$ cat src/rtl/matrix_scan_driver_pkg.sv
// Shared constants and state encoding for the LED matrix scan path.
// The pixel generator uses the same geometry and lit polarity.
package matrix_scan_driver_pkg;

  localparam int DEF_ROWS    = 8;
  localparam int DEF_COLS    = 16;
  localparam int DEF_PIXEL_W = DEF_ROWS * DEF_COLS;

  // A pixel bit of 0 means the LED is on; col_n uses the same polarity.
  localparam logic PIXEL_LIT = 1'b0;

  typedef enum logic {
    ST_BLANK = 1'b0,
    ST_DRIVE = 1'b1
  } scan_state_t;

  function automatic int max2(input int a, input int b);
    return (a > b) ? a : b;
  endfunction

endpackage

$ cat src/rtl/matrix_scan_driver_scan_timer.sv
// Loadable down-counter for row blank/dwell timing; o_tc is high while the
// count sits at zero, which the owner turns into a pulse by reloading.
module scan_timer
  import matrix_scan_driver_pkg::*;
#(
  parameter int           W         = 10,
  parameter logic [W-1:0] RESET_VAL = '0
) (
  input  logic         clk,
  input  logic         rst,
  input  logic         i_load,
  input  logic [W-1:0] i_load_val,
  output logic [W-1:0] o_count,
  output logic [W-1:0] o_count_next,
  output logic         o_tc
);

  logic [W-1:0] r_count;
  logic [W-1:0] w_count_next;

  always_comb begin
    w_count_next = r_count;
    if (i_load) begin
      w_count_next = i_load_val;
    end else if (r_count != '0) begin
      w_count_next = r_count - 1'b1;
    end
  end

  always_ff @(posedge clk or posedge rst) begin
    if (rst) begin
      r_count <= RESET_VAL;
    end else begin
      r_count <= w_count_next;
    end
  end

  assign o_count      = r_count;
  assign o_count_next = w_count_next;
  assign o_tc         = (r_count == '0);

endmodule

$ cat src/rtl/matrix_scan_driver.sv
// Row-multiplexed LED matrix driver: snapshots the pixel bitmap once per
// frame and drives one row at a time with a blanking gap before each row.
// Optional per-row PWM dimming: define MATRIX_SCAN_BRIGHTNESS_PWM_EN.
module matrix_scan_driver
  import matrix_scan_driver_pkg::*;
#(
  parameter int  ROWS         = DEF_ROWS,
  parameter int  COLS         = DEF_COLS,
  parameter int  DWELL_CYCLES = 1024,
  parameter int  BLANK_CYCLES = 16,
  localparam int RW           = (ROWS > 1) ? $clog2(ROWS) : 1
) (
  input  logic                 clk,
  input  logic                 rst,
  input  logic                 enable,
  input  logic [ROWS*COLS-1:0] pixel_reg,
  input  logic [3:0]           brightness,
  output logic [ROWS-1:0]      row_sel,
  output logic [COLS-1:0]      col_n,
  output logic [RW-1:0]        row_idx,
  output logic                 frame_start
);

  localparam int             CW         = $clog2(max2(DWELL_CYCLES, BLANK_CYCLES));
  localparam logic [CW-1:0]  BLANK_LAST = CW'(BLANK_CYCLES - 1);
  localparam logic [CW-1:0]  DWELL_LAST = CW'(DWELL_CYCLES - 1);
  localparam logic [COLS-1:0] COLS_OFF  = {COLS{~PIXEL_LIT}};

  scan_state_t           r_state, w_state_next;
  logic [RW-1:0]         r_row_idx, w_row_idx_next;
  logic [ROWS*COLS-1:0]  r_snapshot;
  logic [ROWS-1:0]       r_row_sel;
  logic [COLS-1:0]       r_col_n;
  logic                  r_frame_start;

  logic                  w_load;
  logic [CW-1:0]         w_load_val;
  logic [CW-1:0]         w_count;
  logic [CW-1:0]         w_count_next;
  logic                  w_tc;
  logic                  w_snap_take;
  logic [ROWS*COLS-1:0]  w_frame_src;
  logic [COLS-1:0]       w_rows [ROWS];
  logic [ROWS-1:0]       w_row_onehot;
  logic [COLS-1:0]       w_row_slice;
  logic                  w_cols_lit;

  scan_timer #(
    .W         (CW),
    .RESET_VAL (BLANK_LAST)
  ) u_timer (
    .clk          (clk),
    .rst          (rst),
    .i_load       (w_load),
    .i_load_val   (w_load_val),
    .o_count      (w_count),
    .o_count_next (w_count_next),
    .o_tc         (w_tc)
  );

  always_comb begin
    w_state_next   = r_state;
    w_row_idx_next = r_row_idx;
    w_load         = 1'b0;
    w_load_val     = BLANK_LAST;
    if (!enable) begin
      w_state_next   = ST_BLANK;
      w_row_idx_next = '0;
      w_load         = 1'b1;
    end else if (w_tc) begin
      w_load = 1'b1;
      if (r_state == ST_BLANK) begin
        w_state_next = ST_DRIVE;
        w_load_val   = DWELL_LAST;
      end else begin
        w_state_next   = ST_BLANK;
        w_row_idx_next = (r_row_idx == RW'(ROWS - 1)) ? '0 : r_row_idx + 1'b1;
      end
    end
  end

  // The timer is loaded with BLANK_LAST on entry, so that count marks the first blank cycle.
  assign w_snap_take = enable && (r_state == ST_BLANK) && (r_row_idx == '0)
                       && (w_count == BLANK_LAST);
  assign w_frame_src = w_snap_take ? pixel_reg : r_snapshot;

  for (genvar gi = 0; gi < ROWS; gi++) begin : g_rows
    assign w_rows[gi]       = w_frame_src[gi*COLS +: COLS];
    assign w_row_onehot[gi] = (w_row_idx_next == RW'(gi));
  end

  assign w_row_slice = w_rows[w_row_idx_next];

`ifdef MATRIX_SCAN_BRIGHTNESS_PWM_EN
  logic [3:0]    r_bright;
  logic [3:0]    w_bright_eff;
  logic [CW+4:0] w_product;
  logic [CW+4:0] w_on_limit;
  logic [CW-1:0] w_elapsed_next;

  // Brightness is captured on DRIVE entry and held for the whole row.
  assign w_bright_eff   = (r_state == ST_BLANK && w_state_next == ST_DRIVE) ? brightness : r_bright;
  assign w_product      = ({{(CW+1){1'b0}}, w_bright_eff} + (CW+5)'(1)) * (CW+5)'(DWELL_CYCLES);
  assign w_on_limit     = w_product >> 4;
  assign w_elapsed_next = DWELL_LAST - w_count_next;
  assign w_cols_lit     = ({5'b0, w_elapsed_next} < w_on_limit);

  always_ff @(posedge clk or posedge rst) begin
    if (rst) begin
      r_bright <= '0;
    end else begin
      r_bright <= w_bright_eff;
    end
  end
`else
  logic w_unused;
  assign w_unused   = ^{brightness, w_count_next};
  assign w_cols_lit = 1'b1;
`endif

  // Outputs are computed from next-state values so they line up with r_state.
  always_ff @(posedge clk or posedge rst) begin
    if (rst) begin
      r_state       <= ST_BLANK;
      r_row_idx     <= '0;
      r_snapshot    <= '1;
      r_row_sel     <= '0;
      r_col_n       <= COLS_OFF;
      r_frame_start <= 1'b0;
    end else begin
      r_state       <= w_state_next;
      r_row_idx     <= w_row_idx_next;
      r_frame_start <= w_snap_take;
      if (w_snap_take) begin
        r_snapshot <= pixel_reg;
      end
      if (w_state_next == ST_DRIVE) begin
        r_row_sel <= w_row_onehot;
        r_col_n   <= w_cols_lit ? w_row_slice : COLS_OFF;
      end else begin
        r_row_sel <= '0;
        r_col_n   <= COLS_OFF;
      end
    end
  end

  assign row_sel     = r_row_sel;
  assign col_n       = r_col_n;
  assign row_idx     = r_row_idx;
  assign frame_start = r_frame_start;

endmodule
$ cat config.mk
export PLATFORM = sky130hd
export DESIGN_NAME = matrix_scan_driver
export DESIGN_NICKNAME = d
export VERILOG_FILES = /design/src/rtl/matrix_scan_driver_pkg.sv /design/src/rtl/matrix_scan_driver_scan_timer.sv /design/src/rtl/matrix_scan_driver.sv
export SDC_FILE = /design/constraint.sdc
export NUM_CORES = 1
export LEC_CHECK = 0
export CORE_MARGIN = 3
export CORE_UTILIZATION = 46
export CTS_CLUSTER_SIZE = 14
export DETAILED_ROUTE_END_ITERATION = 6
export PLACE_DENSITY = 0.75
export SLEW_MARGIN = 10
export SYNTH_ARGS = -nofsm -noshare
export SYNTH_HDL_FRONTEND = slang
export SYNTH_SLANG_ARGS = --single-unit
$ cat constraint.sdc
create_clock -name clk -period 9.5 [get_ports clk]
set_input_delay 0.95 -clock clk [delete_from_list [all_inputs] [get_ports clk]]
set_output_delay 0.95 -clock clk [all_outputs]
set_load 0.01 [all_outputs]
==> out/summary.txt <==
Synth Area in XOR/XNOR -> 0.668%
CP arrival -> 4190 ps
Sw Ratio -> 23.5%
# clock sinks -> 167
Vias in the first global route -> 5556
Critical Path RT -> 9840 ps
Pwr Density -> 202 nW/um^2
Root buf cell -> clkbuf_16
Total negative slack -> 0 ps
FF+latch area -> 4360 sq um
Final setup fails -> 0
Clock power frac -> 36.2%
Worst Reg2Reg Path Length in Cells -> 9
Syn avg cell area -> 11.0 sq um
Synth warnings -> 0
Largest family of logic cells by synthesized area -> multiplexers
Worst slew margin -> 28.2%
Core area -> 16600 sq um
Slew Limit Fails -> 0
Synthesized instance count -> 712
Min cycle time layout -> 3850 ps
Post-synth EDFFs -> 0
Slew @ Worst Pin -> 1080 ps
Reg power frac -> 47.4%
Synth top area share -> 49.4%
Post-synthesis adder-cell area fraction -> 1.11%
Final total power -> 2.06 mW
Worst VDD drop -> 145 uV
FF-to-FF Start -> u_timer.o_count[0]
Area Overhead vs Synth -> 29.8%
R2r setup slk -> 6140 ps
Worst min path class -> reg2reg
Clock buffer count from CTS -> 17
H-tree Lvls -> 4
Top cell family by delay on the critical path -> buffers and inverters
Synth top area cells -> dfstp_2, nand2_1, mux2i_1
Main synth FF type -> dfstp_2
Initial antenna violation count -> 3
Post-route ant nets -> 0
Synth top cells by count -> nand2_1, dfstp_2, mux2i_1
Internal power -> 1.58 mW
Clock latency on the worst-skew pair -> 430 ps
Synthesized flop and latch total -> 167
Max cap viols -> 0
Hold Crit Endpoint -> r_snapshot[24]
First-pass GRT wire length -> 28800 um
Clock slew at reported path FFs -> 60 ps
Area of the multi-input gates -> 3060 sq um
RR Endpoint -> col_n[13]
Kind of critical path -> in2reg
Cts hold-fix bufs -> 0
Peak Freq -> 260 MHz
Worst path bufs/invs -> 3
Setup crit end kind -> register
Asr flop ratio synth -> 100%
Final worst-path cycle share -> 40.5%
CTS tree -> done
Fillers -> 1340
Clock skew -> 9.99 ps
Initial Util -> 47.3%
Total Routed Length -> 18300 um
Simple-Gate Fraction of Synth Area -> 13.3%
Non-filler instance count after layout -> 1090
GR Overflow Total -> 0
Layout net count -> 997
Comb pwr share -> 16.4%
Worst Setup Start Kind -> primary input
Post-synthesis compound-gate area fraction -> 5.12%
Placement Setup Slack -> 5230 ps
Die Wd -> 137 um
Largest net degree at the start of global routing -> 98
RSZ-0062 raised after global routing -> false
Layout cells sized above 1 -> 26.4%
Post-cts sizing count -> 0
Synth Cell Area -> 7870 sq um
Detailed-route via count -> 5560
CP max stage cell -> buf_4
Placed Cells -> 1056
Post-DP HPWL -> 12100 um
Maximum clock path buffer count -> 2
Min-delay src -> r_snapshot[24]
Height of the die -> 137 um
Post-CTS Setup Bufs -> 0
Final GP Congestion -> 0.804
Critical path's largest stage delay -> 700 ps
I/O pin total -> 163
Die Area -> 18700 sq um
Mux cell area share after synthesis -> 18.7%
WL/cell -> 16.8 um
Fin util -> 61.4%
Worst Path Max Fanout -> 59
# port buffers -> 158
Hold Fails Final Rpt -> 0
Switching power total -> 0.484 mW
Dominant cell type by area after synthesis -> dfstp_2
Yosys cell types -> 42
Worst setup margin -> 5650 ps
Total GRT Usage -> 20.1%
Cell chain of the critical path -> clkdlybuf4s50_1 -> and3b_1 -> nand4_1 -> buf_4 -> inv_2 -> nand2_1 -> a21oi_1 -> o41a_1
Outcome -> finished, final reports clean
Row count -> 47
Drt pass-1 iters -> 4
Seq/Total Area, Yosys -> 55.5%
Via density -> 5.10
Leak -> 4.63 nW
# DRC -> 0
Syn_nets -> 854
Cell with the most instances after synthesis -> nand2_1
Hold path depth -> 2
Drt initial violations -> 355
## stage by stage
step	area (sq um)	hold WS (ps)
floorplan	7870	439
finish	10200	458
CTS	10200	459
global route	10200	475
global placement	9560	446
detailed placement	9560	449
## worst reg2reg max path, delay by kind of cell (launching register included)
kind	cells	cell delay (ps)
compound gates	1	580
buf+inv	2	260
fa+ha+maj	2	420
simple gates	4	1650
flops	1	390
## sequential cells by signal, indices dropped and copies added (netlist names)
name and count:
r_state 1, frame_start 1, u_timer.o_count 10, row_idx 3, col_n 16, row_sel 8
r_snapshot 128
## cell families (layout without fill, tap and decap cells)
kind of cell / after synthesis / count (layout)
buffers and inverters: 100 / 256
other: 0 / 2
flip-flops: 167 / 167
XOR/XNOR: 6 / 6
AO/OA/AOI/OAI: 59 / 59
AND/OR/NAND/NOR: 248 / 248
multiplexers: 125 / 125
adder cells (fa/ha/maj): 7 / 7
## worst max path at each step
stage | start | to | slack [ps] | cells past startpoint
global placement | enable | col_n[7] | 5200 | 8
floorplan | rst | frame_start | 4280 | 1
global route | enable | col_n[13] | 5440 | 8
detailed placement | enable | col_n[4] | 5230 | 8
finish | enable | col_n[10] | 5650 | 8
CTS | enable | col_n[12] | 5640 | 8
## power groups by stage
stage	sequential, mW	combinational [mW]	clock [mW]
finish	0.976	0.337	0.746
global route	0.990	0.379	0.799
CTS	0.977	0.341	0.765
detailed placement	0.987	0.339	0
global placement	0.979	0.331	0
floorplan	0.973	0.236	0
## layout make-up
type | count | share of cell area (%)
clock buffer | 21 | 4.71
tap | 220 | 2.70
multi-input combinational | 445 | 30.0
inverter | 61 | 2.29
antenna | 2 | 0.0490
timing repair buffer | 163 | 15.9
clock inverter | 11 | 1.65
sequential | 167 | 42.7
## metal layers
metal	vias to the layer above	part of all wire [%]	GRT usage (%)
met5	-	0.093	0
li1	2668	-	-
met3	25	6.9	5.18
met2	163	46	30.6
met1	2702	45	27.7
met4	2	1.5	7.56
## cells in the final DEF (no fill, tap or decap), types with 2 or more instances in the layout
| master | Yosys | routed |
|---|---|---|
| buf_4 | 5 | 5 |
| and3_1 | 3 | 3 |
| xor2_1 | 2 | 2 |
| dfrtp_1 | 19 | 19 |
| mux2_2 | 24 | 24 |
| nand4_1 | 4 | 4 |
| mux4_2 | 12 | 12 |
| xnor2_1 | 4 | 4 |
| a21oi_1 | 35 | 35 |
| nor2_1 | 34 | 34 |
| nand3_1 | 14 | 14 |
| bufinv_16 | 0 | 4 |
| mux2i_1 | 60 | 60 |
| inv_6 | 0 | 2 |
| clkbuf_8 | 0 | 4 |
| clkinv_4 | 0 | 2 |
| clkdlybuf4s50_1 | 0 | 158 |
| mux2_1 | 29 | 29 |
| clkbuf_16 | 0 | 17 |
| nand2_1 | 164 | 164 |
| o32ai_1 | 3 | 3 |
| ha_1 | 7 | 7 |
| or4_1 | 2 | 2 |
| clkinv_2 | 0 | 3 |
| dfstp_2 | 148 | 148 |
| diode_2 | 0 | 2 |
| inv_1 | 58 | 57 |
| o31ai_1 | 2 | 2 |
| o41a_1 | 12 | 12 |
| inv_2 | 3 | 3 |
| nor3_1 | 19 | 19 |
(Power assumes the default switching activity.)
